### config.mk
export PLATFORM = sky130hd
export DESIGN_NAME = bit_serializer_flat
export DESIGN_NICKNAME = d
export VERILOG_FILES = /design/src/rtl/bit_serializer_if.sv /design/src/rtl/bit_serializer.sv /design/src/flat_wrapper.sv
export SDC_FILE = /design/constraint.sdc
export NUM_CORES = 1
export LEC_CHECK = 0
export ABC_AREA = 1
export CAP_MARGIN = 20
export CORE_UTILIZATION = 45
export CTS_BUF_LIST = sky130_fd_sc_hd__clkbuf_8 sky130_fd_sc_hd__clkbuf_16
export DETAILED_ROUTE_END_ITERATION = 6
export GPL_ROUTABILITY_DRIVEN = 0
export HOLD_SLACK_MARGIN = 0.12
export PLACE_DENSITY = 0.7
export SLEW_MARGIN = 40
export SYNTH_ARGS = -nofsm -noshare
export SYNTH_HDL_FRONTEND = slang
export SYNTH_SLANG_ARGS = --single-unit
### constraint.sdc
create_clock -name clk -period 2.6 [get_ports clk]
set_input_delay 0.52 -clock clk [delete_from_list [all_inputs] [get_ports clk]]
set_output_delay 0.52 -clock clk [all_outputs]
set_load 0.005 [all_outputs]
### src/rtl/bit_serializer_if.sv
// Parallel-load / serial-out bus between a word producer, the serializer and the bit sink.
// master = word producer side, slave = serializer side.
interface bit_serializer_if #(
  parameter int WIDTH = 8
);
  logic [WIDTH-1:0] data_in;
  logic             load_valid;
  logic             load_ready;
  logic             flush;
  logic             bit_out;
  logic             bit_valid;
  logic             frame_start;
  logic             busy;
  logic [15:0]      word_count;

  modport master (
    output data_in, load_valid, flush,
    input  load_ready, bit_out, bit_valid, frame_start, busy, word_count
  );

  modport slave (
    input  data_in, load_valid, flush,
    output load_ready, bit_out, bit_valid, frame_start, busy, word_count
  );
endinterface

### src/rtl/bit_serializer.sv
// Word-to-bit serializer with a one-word holding register for gapless streaming; first bit
// appears one clock after the accept edge, and load_ready drops while the holding register is full.
module bit_serializer #(
  parameter int WIDTH     = 8,
  parameter bit MSB_FIRST = 1'b1,
  parameter bit IDLE_BIT  = 1'b0
) (
  input  logic             clk,
  input  logic             reset,
  bit_serializer_if.slave  bus
);
  localparam int CW = (WIDTH > 2) ? $clog2(WIDTH) : 1;
  localparam logic [CW-1:0] CNT_MAX = CW'(WIDTH - 1);

  typedef enum logic {IDLE, SHIFT} state_t;

  state_t           state_q, state_d;
  logic [WIDTH-1:0] hold_q, hold_d;
  logic             hold_full_q, hold_full_d;
  logic [WIDTH-1:0] shift_q, shift_d;
  logic [CW-1:0]    cnt_q, cnt_d;
  logic             frame_q, frame_d;
  logic [15:0]      word_count_q, word_count_d;

  logic             load_accept;
  logic [WIDTH-1:0] shifted;
  logic             head;

  // flush takes priority over a same-cycle load, so ready is masked while it is high
  assign load_accept = bus.load_valid && !hold_full_q && !bus.flush;

  always_comb begin
    shifted = '0;
    head    = 1'b0;
    if (MSB_FIRST) begin
      shifted = {shift_q[WIDTH-2:0], 1'b0};
      head    = shift_q[WIDTH-1];
    end else begin
      shifted = {1'b0, shift_q[WIDTH-1:1]};
      head    = shift_q[0];
    end
  end

  always_comb begin
    state_d      = state_q;
    hold_d       = hold_q;
    hold_full_d  = hold_full_q;
    shift_d      = shift_q;
    cnt_d        = cnt_q;
    frame_d      = 1'b0;
    word_count_d = word_count_q;

    if (bus.flush) begin
      state_d     = IDLE;
      hold_full_d = 1'b0;
      shift_d     = '0;
      cnt_d       = '0;
    end else begin
      if (load_accept) begin
        hold_d      = bus.data_in;
        hold_full_d = 1'b1;
      end
      case (state_q)
        IDLE: begin
          if (hold_full_q) begin
            shift_d     = hold_q;
            cnt_d       = CNT_MAX;
            hold_full_d = 1'b0;
            frame_d     = 1'b1;
            state_d     = SHIFT;
          end
        end
        SHIFT: begin
          shift_d = shifted;
          cnt_d   = cnt_q - CW'(1);
          if (cnt_q == '0) begin
            word_count_d = word_count_q + 16'd1;
            // a word already waiting in hold continues the stream without an idle cycle
            if (hold_full_q) begin
              shift_d     = hold_q;
              cnt_d       = CNT_MAX;
              hold_full_d = 1'b0;
              frame_d     = 1'b1;
            end else begin
              cnt_d   = '0;
              state_d = IDLE;
            end
          end
        end
        default: state_d = IDLE;
      endcase
    end
  end

  always_ff @(posedge clk or posedge reset) begin
    if (reset) begin
      state_q      <= IDLE;
      hold_q       <= '0;
      hold_full_q  <= 1'b0;
      shift_q      <= '0;
      cnt_q        <= '0;
      frame_q      <= 1'b0;
      word_count_q <= '0;
    end else begin
      state_q      <= state_d;
      hold_q       <= hold_d;
      hold_full_q  <= hold_full_d;
      shift_q      <= shift_d;
      cnt_q        <= cnt_d;
      frame_q      <= frame_d;
      word_count_q <= word_count_d;
    end
  end

  assign bus.load_ready  = !hold_full_q && !bus.flush;
  assign bus.bit_out     = (state_q == SHIFT) ? head : IDLE_BIT;
  assign bus.bit_valid   = (state_q == SHIFT);
  assign bus.frame_start = frame_q;
  assign bus.busy        = (state_q == SHIFT) || hold_full_q;
  assign bus.word_count  = word_count_q;
endmodule

### src/flat_wrapper.sv
// flat-port wrapper written by rule: the top's interface ports become plain ports
module bit_serializer_flat 
#(
  parameter int WIDTH     = 8,
  parameter bit MSB_FIRST = 1'b1,
  parameter bit IDLE_BIT  = 1'b0
)
  (clk, reset, bus_data_in, bus_load_valid, bus_flush, bus_load_ready, bus_bit_out, bus_bit_valid, bus_frame_start, bus_busy, bus_word_count);
  bit_serializer_if #(.WIDTH(WIDTH)) bus_i ();
  input  logic clk;
  input  logic reset;
  input wire logic [$bits(bus_i.data_in)-1:0] bus_data_in;
  input wire logic [$bits(bus_i.load_valid)-1:0] bus_load_valid;
  input wire logic [$bits(bus_i.flush)-1:0] bus_flush;
  output wire logic [$bits(bus_i.load_ready)-1:0] bus_load_ready;
  output wire logic [$bits(bus_i.bit_out)-1:0] bus_bit_out;
  output wire logic [$bits(bus_i.bit_valid)-1:0] bus_bit_valid;
  output wire logic [$bits(bus_i.frame_start)-1:0] bus_frame_start;
  output wire logic [$bits(bus_i.busy)-1:0] bus_busy;
  output wire logic [$bits(bus_i.word_count)-1:0] bus_word_count;
  assign bus_i.data_in = bus_data_in;
  assign bus_i.load_valid = bus_load_valid;
  assign bus_i.flush = bus_flush;
  assign bus_load_ready = bus_i.load_ready;
  assign bus_bit_out = bus_i.bit_out;
  assign bus_bit_valid = bus_i.bit_valid;
  assign bus_frame_start = bus_i.frame_start;
  assign bus_busy = bus_i.busy;
  assign bus_word_count = bus_i.word_count;
  bit_serializer #(.WIDTH(WIDTH), .MSB_FIRST(MSB_FIRST), .IDLE_BIT(IDLE_BIT)) u_core (.clk(clk), .reset(reset), .bus(bus_i));
endmodule
==> summary.txt, run 1 <==
Clock network
  – Clock buffer count from CTS: 5
  – CTS tree: yes
  – CTS Root Cell: clkbuf_8
  – # H-tree levels: 2
  – Skew-Pair Late Insertion Delay: slightly below 0.3 ns
  – Cts repair resizes: 0
  – Setup bufs post-CTS: 0
  – Clock slew at reported path FFs: about 0.070 ns
  – Hold_buf cts: 0
  – Clock sinks: 38
  – CTS Buffer Depth: 2

Placement
  – IO Port Bufs: 32
  – Placed inst area: approximately 2200 sq um
  – Detailed placement HPWL: 2490 um

Timing
  – Fin. Hold Viols: 0
  – Crit path time final: 2.33 ns
  – Achievable Freq: around 430 MHz
  – Worst Skew: 0.00498 ns
  – Worst Tran Pin Value: 0.477 ns
  – RSZ-0062 raised after global routing: no
  – Max-slew violations: 0
  – Crit share post-route: 89.7%
  – Fin Setup TNS: 0 ns
  – Final setup viols: 0
  – Max_slew headroom: 68.2%

Yosys
  – Synth warnings: 0
  – Synth top area cells: dfrtp_1, nand2_1, inv_1
  – FF+latch count, synth: 38
  – Syn_area_per_cell: 8.28 sq um
  – Sequential fraction of the synthesis area: 52.4%
  – Mapped Area: 1810 sq um
  – Leading area contributor after synthesis: dfrtp_1
  – Synth top area share: 52.4%
  – Post-Syn Nets: 234
  – Post-Syn Instances: approximately 220
  – Library cells used by synthesis: 23

Pwr
  – Pwr/cell area: ~640 nW/um^2
  – Max rail drop VDD: around 430 uV
  – Leak Pwr: 1.12 nW

Floorplanning
  – Die X: 65.5 um
  – Die height: 65.5 um
  – Die area: around 4300 sq um
  – Initial core utilization: between 40 and 50%
  – IO Count: 33
  – # rows: 22
  – Core area: 3770 sq um

Global route
  – Largest net degree at the start of global routing: 39
  – Number of global-route vias before repair: 1421
  – Total global-route track usage: 19.0%
  – Initial antenna violation count: 0
  – GRT overflow: 0
  – Global-route wire length before repair: 6150 um

Hold path
  – Worst min path class: reg2reg
  – WHS Path Cells: 2

Cells and area
  – Antenna Cells: 0
  – Area grow syn2layout: 27.6%
  – Commonest non-fill, non-tap cell in the layout: nand2_1
  – Layout Cell Area excl Fill: about 2300 sq um
  – Most frequent cells in the layout: nand2_1, dfrtp_1, inv_1
  – Nets: 274
  – Layout cells sized above 1: 6.92%

Route
  – Drt first pass iters: 4
  – DRT iter0 DRCs: 65
  – DRC errors left: 0
  – Final wirelength: 3440 um
  – Vias per inst: just under 5
  – Routed WL per cell: 11.2 um
  – Routed vias: 1491
  – Post-route ant nets: 0

Setup path
  – R2R depth: 9
  – Crit end category: output port
  – CP max FO: 5
  – WP data arrival: 1.81 ns
  – Critical path launch point type: input port
  – Req. time, crit path: approximately 2.1 ns
  – CP Class: in2out

Flow run
  – Max Cap Viol: 0

Run status
  – Outcome: complete, no violations
-- report_power, final --
group          total [W]  internal (W)  switching (W)  leakage, nW
sequential      0.000721      0.000668      0.0000529        0.493
combinational   0.000303      0.000145       0.000158        0.567
clock           0.000465      0.000268       0.000198       0.0575
-- critical path: stages --
cell,delay (ns)
clkdlybuf4s50_1,0.52
nor2_1,0.23
clkdlybuf4s50_1,0.54
-- Yosys cell counts (all sizes together) --
master	number
nand2	64
nor3	1
a21oi	8
buf	1
xnor2	6
nand4	4
nand3	12
o211ai	3
dfrtp	38
nor2	24
o31ai	1
nand3b	2
o21bai	1
o22ai	2
mux2	1
inv	36
ha	3
o21ai	11
xor2	1
-- kinds of logic after synthesis --
group                    Yosys count  share of synthesized area [%]
AO/OA/AOI/OAI                     26                           8.41
buffers and inverters             37                           7.72
flip-flops                        38                           52.4
adder cells (fa/ha/maj)            3                           2.07
multiplexers                       1                          0.621
XOR/XNOR                           7                           3.38
AND/OR/NAND/NOR                  107                           25.4
-- final timing paths --
| path | to | slack [ns] | startpoint |
|---|---|---|---|
| max | bus_load_ready | 0.27 | bus_flush |
| min in group asynchronous | u_core.bus.word_count[12] | 0.63 | reset |
| max in group asynchronous | u_core.bus.word_count[14] | 1.62 | reset |
| min reg2reg | u_core.shift_q[5] | 0.49 | u_core.shift_q[5] |
| min | u_core.shift_q[5] | 0.49 | u_core.shift_q[5] |
| max reg2reg | u_core.bus.word_count[14] | 0.88 | u_core.cnt_q[0] |
-- per-layer routing --
layer | part of all wire, % | global-route usage (%) | routed length, um | up-vias
li1 | - | - | - | 767
met1 | 50 | 25.1 | 1720 | 695
met2 | 45 | 29.8 | 1560 | 22
met3 | 2.7 | 4.17 | 92 | 7
met4 | 2.1 | 8.15 | 72 | 0
met5 | 0 | 0 | 0 | -
-- state kept, by name (all words and copies together), names as in the netlist --
signal / cells
u_core.bus.word_count: 16
u_core.bus.bit_valid: 1
u_core.hold_q: 8
u_core.hold_full_q: 1
u_core.shift_q: 8
u_core.bus.frame_start: 1
u_core.cnt_q: 3
-- through the flow --
| stage | instances | hold WS [ns] | power (W) | util, % | setup slack (ns) |
|---|---|---|---|---|---|
| after floorplan | 219 | 0.453 | 0.000909 | - | 1.15 |
| after global placement | 300 | 0.467 | 0.00103 | 58.5 | 0.286 |
| after detailed placement | 300 | 0.475 | 0.00104 | 58.5 | 0.249 |
| after CTS | 308 | 0.494 | 0.00150 | 61.4 | 0.251 |
| after global routing | 308 | 0.522 | 0.00158 | 61.4 | 0.181 |
| final | 308 | 0.494 | 0.00149 | 61.4 | 0.268 |
-- final cells by class --
cell class,count,area (sq um)
clock buffer,8,110
inverter,36,135
tap,48,60.1
sequential,38,951
timing repair buffer,34,335
fill,335,1460
multi-input combinational,144,723
Power figures use the tool's default switching activity.
==> run 2, diff against run 1 <==
- ABC_AREA: 1 -> not set
- PLACE_DENSITY: 0.7 -> 0.71
==> run 2 against run 1 <==
- power shrank 9.0%
- hold slack lost 0.022 ns
- largest power group unchanged
- clock-buffer cell count shrank 2
- global-route usage shrank 0.93 points
- largest cell class unchanged
==> summary.txt, run 2 <==
Yosys
  – Number of synthesized flops with an enable pin: 0
  – Sequential fraction of the synthesis area: 55.8%
  – Synth top area cells: dfrtp_1, a222oi_1, xor2_1
  – Leading area contributor after synthesis: dfrtp_1
  – Mapped Area: roughly 1700 sq um
  – Syn_area_per_cell: 11.7 sq um
  – Most common cell in the netlist: dfrtp_1
  – Library cells used by synthesis: 35
  – Dominant synthesized flop cell: dfrtp_1
  – Ys async rst share: 100%
  – FF+latch count, synth: 38
  – Post-Syn Instances: around 150
  – Synth cell count leaders: dfrtp_1, nor2_1, inv_1, xor2_1
  – Synth top area share: 55.8%
  – Post-Syn Nets: 161
  – Synth warnings: 0

Placement
  – Detailed placement HPWL: between 2000 and 2500 um
  – IO Port Bufs: 32
  – Setup WS pre-CTS: 0.398 ns

Timing
  – Worst Tran Pin Value: around 0.57 ns
  – RSZ-0062 raised after global routing: no
  – Achievable Freq: 419 MHz
  – Worst Skew: 0.00603 ns
  – Setup ws final: 0.211 ns
  – Crit path time final: 2.39 ns
  – Fin. Hold Viols: 0
  – Max_slew headroom: 61.5%
  – Fin Setup TNS: 0 ns
  – Final setup viols: 0
  – Max-slew violations: 0
  – Hold WS: 0.472 ns
  – Crit share post-route: 91.9%

Floorplanning
  – Die area: 4040 sq um
  – Die height: 63.5 um
  – Die X: 63.5 um
  – Core area: 3470 sq um
  – # rows: 21
  – IO Count: 33
  – Initial core utilization: 49.1%

Global route
  – Largest net degree at the start of global routing: 39
  – Number of global-route vias before repair: 1170
  – GRT overflow: 0
  – Global-route wire length before repair: 5490 um
  – Total global-route track usage: a little under a fifth
  – Initial antenna violation count: 0

Clock network
  – # H-tree levels: 2
  – Clock sinks: 38
  – Clock buffer count from CTS: 5
  – CTS tree: yes
  – Cts repair resizes: 0
  – Clock slew at reported path FFs: ~0.070 ns
  – Hold_buf cts: 0
  – CTS Buffer Depth: 2
  – CTS Root Cell: clkbuf_8
  – Setup bufs post-CTS: 0
  – Skew-Pair Late Insertion Delay: 0.28 ns

Route
  – DRT iter0 DRCs: 84
  – Final wirelength: between 3000 and 4000 um
  – Vias per inst: 5.34
  – Met2 Wirelength: between 1500 and 2000 um
  – Top Layer Used: met4
  – Drt first pass iters: 5
  – Post-route ant nets: 0
  – Routed WL per cell: 13.8 um
  – DRT met1 WL: between 1000 and 1500 um
  – Routed vias: about 1200
  – Met3 wire length: 135 um
  – DRC errors left: 0

Run status
  – Outcome: complete, no violations

Pwr
  – Max rail drop VDD: between 400 and 500 uV
  – Pwr/cell area: 626 nW/um^2
  – Leak Pwr: roughly 1 nW

Setup path
  – WP data arrival: 1.87 ns
  – Sequence of cells on the critical path: nor2_1, inv_1, clkdlybuf4s50_1
  – CP max-delay cell: dfrtp_1
  – Critical path launch point type: register
  – CP top delay family: buffers and inverters
  – Req. time, crit path: ~2.1 ns
  – Crit end category: output port
  – WP buf/inv: 2
  – CP max FO: 13
  – CP Class: reg2out
  – CP peak stage delay: 0.52 ns

Cells and area
  – Fillers: 285
  – Layout cells sized above 1: 10.9%
  – Sequential cell area: 951 sq um
  – Flip-flop count of the largest register after layout: 16
  – Commonest non-fill, non-tap cell in the layout: dfrtp_1
  – Final Util: ~62%
  – Most frequent cells in the layout: dfrtp_1, clkdlybuf4s50_1, nor2_1
  – Nets: roughly 200
  – Antenna Cells: 0
  – Area of the multi-input gates: 694 sq um
  – Area grow syn2layout: 27.2%

Flow run
  – Max Cap Viol: 0

Hold path
  – Worst min path class: reg2reg
==> run 2: cell type report <==
cell class	instances	share of cell area (%)
inverter	8	1.39
sequential	38	43.9
tap	46	2.66
timing repair buffer	35	15.8
multi-input combinational	94	32.0
clock inverter	2	0.404
clock buffer	6	3.81
==> run 2: where the power goes <==
part | switching (W) | leakage (nW) | internal, W
Sequential | 0.0000583 | 0.498 | 0.000654
Combinational | 0.000109 | 0.442 | 0.000137
Clock | 0.000188 | 0.0524 | 0.000210
Total | 0.000355 | 0.993 | 0.00100
==> run 2: cell families (layout without fill, tap and decap cells) <==
| kind of cell | Yosys count | count (layout) | synth area share [%] |
|---|---|---|---|
| flops | 38 | 38 | 55.8 |
| xor+xnor | 15 | 15 | 7.71 |
| simple gates | 48 | 48 | 15.8 |
| compound gates | 19 | 19 | 9.18 |
| fa+ha+maj | 3 | 3 | 2.20 |
| mux | 9 | 9 | 5.87 |
| buf+inv | 14 | 51 | 3.45 |
==> run 2: through the flow <==
stage / power (W) / cells / cell area (sq um)
finish: 0.00136 / 229 / 2170
floorplan: 0.000852 / 146 / 1700
global route: 0.00143 / 229 / 2170
CTS: 0.00137 / 229 / 2170
global placement: 0.000952 / 221 / 2080
detailed placement: 0.000969 / 221 / 2080
==> run 2: per-layer routing <==
layer,vias to the layer above,GRT usage (%)
met5,-,0
met4,0,7.67
met3,5,5.43
met2,43,29.5
met1,597,21.9
li1,577,-
==> run 2: final timing paths <==
kind	startpoint	to	slack (ns)	cells after the start
max	u_core.bus.bit_valid	bus_busy	0.21	3
min	u_core.bus.word_count[15]	u_core.bus.word_count[15]	0.47	1
max reg2reg	u_core.cnt_q[0]	u_core.shift_q[5]	0.83	6
min reg2reg	u_core.bus.word_count[15]	u_core.bus.word_count[15]	0.47	1
max in group asynchronous	reset	u_core.hold_q[4]	1.63	3
min in group asynchronous	reset	u_core.bus.word_count[14]	0.64	3
